### config.mk
export PLATFORM = sky130hd
export DESIGN_NAME = fp_mul_norm_pipe
export DESIGN_NICKNAME = d
export VERILOG_FILES = /design/src/rtl/fp_norm_pkg.sv /design/src/rtl/lzc_prio.sv /design/src/rtl/fp_mul_norm_pipe.sv
export SDC_FILE = /design/constraint.sdc
export NUM_CORES = 1
export LEC_CHECK = 0
export ABC_AREA = 1
export CORE_UTILIZATION = 40
export CTS_CLUSTER_SIZE = 20
export DETAILED_ROUTE_END_ITERATION = 16
export SLEW_MARGIN = 15
export SYNTH_ARGS = -nofsm -noshare
export SYNTH_HDL_FRONTEND = slang
export SYNTH_HIERARCHICAL = 1
export SYNTH_SLANG_ARGS = --single-unit
### constraint.sdc
create_clock -name clk -period 3.8 [get_ports clk]
set_clock_uncertainty 0.2 [all_clocks]
set_input_delay 0.57 -clock clk [delete_from_list [all_inputs] [get_ports clk]]
set_output_delay 0.57 -clock clk [all_outputs]
set_load 0.01 [all_outputs]
### src/rtl/fp_norm_pkg.sv
// Shared constants for the FP multiplier normalisation pipeline:
// default field widths and the bit positions of the result flags.
package fp_norm_pkg;

  localparam int DEF_EXP_W = 8;
  localparam int DEF_MAN_W = 24;

  localparam int FLAG_W    = 3;
  localparam int FLAG_ZERO = 0;
  localparam int FLAG_UF   = 1;
  localparam int FLAG_OF   = 2;

  typedef logic [FLAG_W-1:0] flags_t;

endpackage

### src/rtl/lzc_prio.sv
// Priority leading-zero counter: cnt is the number of zeros above the
// highest set bit of d, or W when d is all zero.
module lzc_prio #(
  parameter int W  = 48,
  parameter int CW = $clog2(W + 1)
) (
  input  logic [W-1:0]  d,
  output logic [CW-1:0] cnt,
  output logic          all_zero
);

  // Scanning upward lets the highest set bit win the final assignment.
  always_comb begin
    cnt = CW'(W);
    for (int i = 0; i < W; i++) begin
      if (d[i]) cnt = CW'(W - 1 - i);
    end
  end

  assign all_zero = ~|d;

endmodule

### src/rtl/fp_mul_norm_pipe.sv
// Two-stage normaliser for a raw significand product: S1 finds the leading
// one, S2 shifts it to bit PW-2, adjusts the exponent and raises flags.
module fp_mul_norm_pipe
  import fp_norm_pkg::*;
#(
  parameter int  EXP_W = DEF_EXP_W,
  parameter int  MAN_W = DEF_MAN_W,
  parameter int  TAG_W = 4,
  localparam int PW    = 2 * MAN_W
) (
  input  logic             clk,
  input  logic             rst,
  input  logic             in_valid,
  output logic             in_ready,
  input  logic [EXP_W-1:0] in_e,
  input  logic [PW-1:0]    in_m,
  input  logic [TAG_W-1:0] in_tag,
  output logic             out_valid,
  input  logic             out_ready,
  output logic [EXP_W-1:0] out_e,
  output logic [PW-1:0]    out_m,
  output logic [TAG_W-1:0] out_tag,
  output logic             out_zero,
  output logic             out_uf,
  output logic             out_of
);

  localparam int LZ_W = $clog2(PW + 1);
  localparam int XW   = EXP_W + 2;
  localparam logic signed [XW-1:0] E_MAX = XW'((1 << EXP_W) - 1);

  // Handshake: a word moves across a port only in a cycle where valid and
  // ready are both high. A stage loads when it is empty or its content
  // moves on this cycle; in_ready never looks at in_valid.
  logic s1_valid, s2_load, s1_load;

  assign s2_load  = !out_valid || out_ready;
  assign s1_load  = !s1_valid || s2_load;
  assign in_ready = s1_load;

  // ---------------- S1: leading-one detect ----------------
  logic [LZ_W-1:0]  lz;
  logic             lz_zero;
  logic [EXP_W-1:0] s1_e;
  logic [PW-1:0]    s1_m;
  logic [TAG_W-1:0] s1_tag;
  logic [LZ_W-1:0]  s1_lz;
  logic             s1_zero;

  lzc_prio #(.W(PW), .CW(LZ_W)) u_lzc (
    .d        (in_m),
    .cnt      (lz),
    .all_zero (lz_zero)
  );

  always_ff @(posedge clk) begin
    if (rst) begin
      s1_valid <= 1'b0;
      s1_e     <= '0;
      s1_m     <= '0;
      s1_tag   <= '0;
      s1_lz    <= '0;
      s1_zero  <= 1'b0;
    end else if (s1_load) begin
      s1_valid <= in_valid;
      if (in_valid) begin
        s1_e    <= in_e;
        s1_m    <= in_m;
        s1_tag  <= in_tag;
        s1_lz   <= lz;
        s1_zero <= lz_zero;
      end
    end
  end

  // ---------------- S2: shift, exponent adjust, flags ----------------
  // With lz leading zeros the target shift is left by lz-1 (right by one
  // when lz is 0), so the exponent adjust is uniformly 1 - lz.
  logic signed [XW-1:0] e_sum;
  logic [PW-1:0]        m_shift;
  logic [EXP_W-1:0]     n_e;
  logic [PW-1:0]        n_m;
  flags_t               n_flags;

  assign e_sum   = XW'(s1_e) + XW'(1) - XW'(s1_lz);
  assign m_shift = (s1_lz == '0) ? (s1_m >> 1) : (s1_m << (s1_lz - LZ_W'(1)));

  always_comb begin
    n_e     = '0;
    n_m     = '0;
    n_flags = '0;
    if (s1_zero) begin
      n_flags[FLAG_ZERO] = 1'b1;
    end else if (e_sum <= 0) begin
      n_flags[FLAG_UF] = 1'b1;
    end else if (e_sum >= E_MAX) begin
      n_flags[FLAG_OF] = 1'b1;
      n_e              = '1;
    end else begin
      n_e = e_sum[EXP_W-1:0];
      n_m = m_shift;
    end
  end

  always_ff @(posedge clk) begin
    if (rst) begin
      out_valid <= 1'b0;
      out_e     <= '0;
      out_m     <= '0;
      out_tag   <= '0;
      out_zero  <= 1'b0;
      out_uf    <= 1'b0;
      out_of    <= 1'b0;
    end else if (s2_load) begin
      out_valid <= s1_valid;
      if (s1_valid) begin
        out_e    <= n_e;
        out_m    <= n_m;
        out_tag  <= s1_tag;
        out_zero <= n_flags[FLAG_ZERO];
        out_uf   <= n_flags[FLAG_UF];
        out_of   <= n_flags[FLAG_OF];
      end
    end
  end

endmodule

==> results by group <==
Synthesis
  – Share of the synthesized area in the top cell type: 0.285
  – Count leader, synth: nand2_1
  – Yosys reg bits: approximately 130
  – Post-synth top cells: 516 x nand2_1, 313 x nand3_1, 139 x a21oi_1, 132 x dfxtp_1, 106 x nor2_1
  – Yosys cell types: 44
  – Post-synth EDFFs: 0
  – Synthesized instance count: approximately 1.6k
  – Yosys top cell by area: dfxtp_1
  – Syn_area_per_cell: a little under 6 um2
  – YS warnings: 6
  – Synthesized area: roughly 9300 um2
  – Post-Syn Nets: ~1.7k
  – Post-synth top flop: dfxtp_1
  – Sequential share of the synthesized area: 0.285
  – Async S/R FF share, synth: 0
  – Main area contributors after synthesis: dfxtp_1 29%, nand2_1 21%, nand3_1 17%

STA
  – RSZ-0062 raised after global routing: false
  – Min Tclk post-route: between 3000 and 4000 ps
  – Hold Vio Cnt, Final: 0
  – Period utilization: 0.879
  – Tightest Pin Transition: 792 ps
  – Fmax: approximately 0.3 GHz
  – Max Slew Vio Count: 0
  – Final setup viols: 0
  – Max_slew headroom: 0.471
  – Final setup margin: roughly 460 ps

CTS
  – CTS H-tree lvls: 4
  – Worst-case clock buffer depth: 2
  – CTS sink count: 132
  – Clk root buf: clkbuf_16
  – Total CTS buffers: 17
  – Hold buffers post-CTS: 0
  – CTS tree: built
  – Reg clk slew, reported paths: around 60 ps
  – Clk Latency, worst-skew pair: 430 ps
  – CTS resizes: 0
  – Postcts setup bufs: 0

Floorplan
  – Initial core utilization: 0.409
  – Standard-cell row count: 55
  – Core Area: between 20000 and 25000 um2
  – IO Pins: roughly 130
  – Die span in x: between 150 and 200 um
  – Die height: ~150 um
  – Die ar.: between 20000 and 25000 um2

Layout
  – Final instance area: roughly 11000 um2
  – Final #Nets: ~1.7k
  – Layout area overhead: 21.7%
  – Layout cell share with drive strength beyond 1: 0.0533
  – ANT cells: 0

Min path
  – Worst hold path type: reg -> reg
  – Hold path startpoint: out_m[20]
  – Hold path endpoint: out_m[20]
  – Hold Path Stages: 2

Critical path
  – Worst setup SP type: register
  – Reg2reg start: s1_lz[0]
  – Critical Path Most Common Cell: nand3_1
  – Slowest stage cell, crit path: inv_2
  – WP data arrival: between 3000 and 4000 ps
  – Worst R2R Path Depth: 15
  – Req. time, crit path: a little under 4000 ps
  – Max incr delay on CP: ~570 ps
  – WS Path Type: reg -> reg
  – Crit path from: s1_lz[0]
  – CP max FO: 44
  – R2r setup slk: 460 ps
  – CP Cell Sequence: inv_2 -> buf_4 -> ha_1 -> inv_1 -> nand2_1 -> nand2_1 -> inv_2 -> nand3_1 -> nand3_1 -> nand3_1 -> o21ai_1 -> inv_1 -> nand2_1 -> nand3_1 -> a21oi_1
  – FF-to-FF End: out_m[42]
  – CP endpoint kind: register

Global routing
  – Total GRT Usage: 0.279
  – Antenna violations before repair: 0
  – Vias in the first global route: between 9k and 10k
  – Largest net degree at the start of global routing: 87
  – GR Overflow Total: 0
  – Global-route wire length before repair: between 50 and 60 mm

Placed design
  – Placed Area: around 11000 um2
  – Hpwl dp: between 20 and 25 mm
  – Setup WS pre-CTS: -43.4 ps
  – Placer Congestion: 0.956
  – Input/output buffers: 128

Routing
  – Vias: about 11k
  – # DRC: 0
  – Final WL: 33.1 mm
  – Post-DRT Antenna Nets: 0
  – Routed WL per cell: 17.1 um
  – Vias/cell: about 5.5
  – Detailed Route Iter0 Violations: between 800 and 900
  – DR pass1 iterations: 6

Run status
  – Outcome: completed

Pwr
  – Pwr/cell area: between 400 and 500 nW/um2
  – Overall power: 0.00474 W
  – Peak VDD IR: approximately 0.28 mV
  – Leakage: ~4.8 nW

Run
  – Max-Cap Viols: 0
## registers in the layout (all words and copies together), names as in the netlist, 4 cells and up
register / count
out_tag: 4
s1_lz: 6
out_m: 48
s1_tag: 4
s1_e: 8
s1_m: 48
out_e: 8
## report_power, final
group	leakage, nW	switching (W)	internal (W)	total, W
Sequential	1.08	0.0000661	0.00145	0.00152
Combinational	3.40	0.00109	0.000531	0.00162
Clock	0.273	0.000681	0.000921	0.00160
Total	4.75	0.00184	0.00290	0.00474
## final cells by class
cell class                      count  area (um2)
Clock inverter                     14         129
Sequential cell                   132        2640
Timing Repair Buffer              155        1530
Multi-Input combinational cell   1229        5750
Inverter                          104         418
Fill cell                        2437       11400
Clock buffer                       18         439
Tap cell                          285         357
## worst max-delay path: cells and delay by family, from the launching register on
| kind | cells | cell delay (ps) |
|---|---|---|
| flip-flops | 1 | 330 |
| adder cells (fa/ha/maj) | 1 | 270 |
| buffers and inverters | 5 | 1160 |
| AND/OR/NAND/NOR | 7 | 950 |
| AO/OA/AOI/OAI | 2 | 330 |
## placed cells by master, fill, tap and decap left out, types with 2 or more instances in the layout
cell type and instances:
nand4_1 9, bufinv_8 2, nand2_2 4, nor2_2 3, clkinvlp_4 3, inv_1 91
buf_12 3, dlymetal6s2s_1 3, nor2_1 106, nand2_1 514, inv_2 10, dfxtp_1 131
a22oi_1 7, a21oi_1 139, or2_2 2, o31ai_1 2, nor4_1 2, inv_6 2
o21ai_1 17, nor2_4 2, clkinv_4 5, o211ai_1 18, nand3_1 313, o21ai_0 31
buf_4 25, clkdlybuf4s50_1 124, clkinv_2 3, ha_1 17, clkbuf_16 17, a211oi_1 19
nor3_1 5, a31oi_1 4
## per-stage QoR
stage | hold slack (ps) | setup TNS, ps | util | std cells
3_5_place_dp | 256 | -43.4 | 0.472 | 1904
4_1_cts | 265 | 0 | 0.497 | 1936
3_3_place_gp | 251 | -25.4 | 0.472 | 1904
5_1_grt | 284 | 0 | 0.497 | 1937
2_1_floorplan | 241 | 0 | - | 1569
6_report | 262 | 0 | 0.497 | 1937
## worst max-delay path by stage
stage / end / slack [ps] / cells after the start
after global routing: s1_lz[0] / 10 / 48
after floorplan: s1_lz[0] / 750 / 49
after CTS: out_m[25] / 230 / 13
final: out_m[42] / 460 / 15
after detailed placement: s1_lz[0] / -40 / 49
after global placement: s1_lz[0] / -30 / 50
## per-layer routing
layer  GRT usage  up-vias  share of wire
met5           0        -              0
met4       0.121        0          0.036
met3      0.0400       78          0.052
met2       0.491      372           0.49
met1       0.337     4819           0.42
li1            -     5339              -
## kinds of logic (layout without fill, tap and decap cells)
kind of cell             after synthesis  count (layout)  share of synthesized area
AND/OR/NAND/NOR                      965             966                      0.444
flip-flops                           132             132                      0.285
XOR/XNOR                               3               3                    0.00365
adder cells (fa/ha/maj)               18              18                     0.0251
AO/OA/AOI/OAI                        242             242                      0.146
buffers and inverters                209             291                     0.0964
Note: power is estimated with default switching activity, not from simulation.
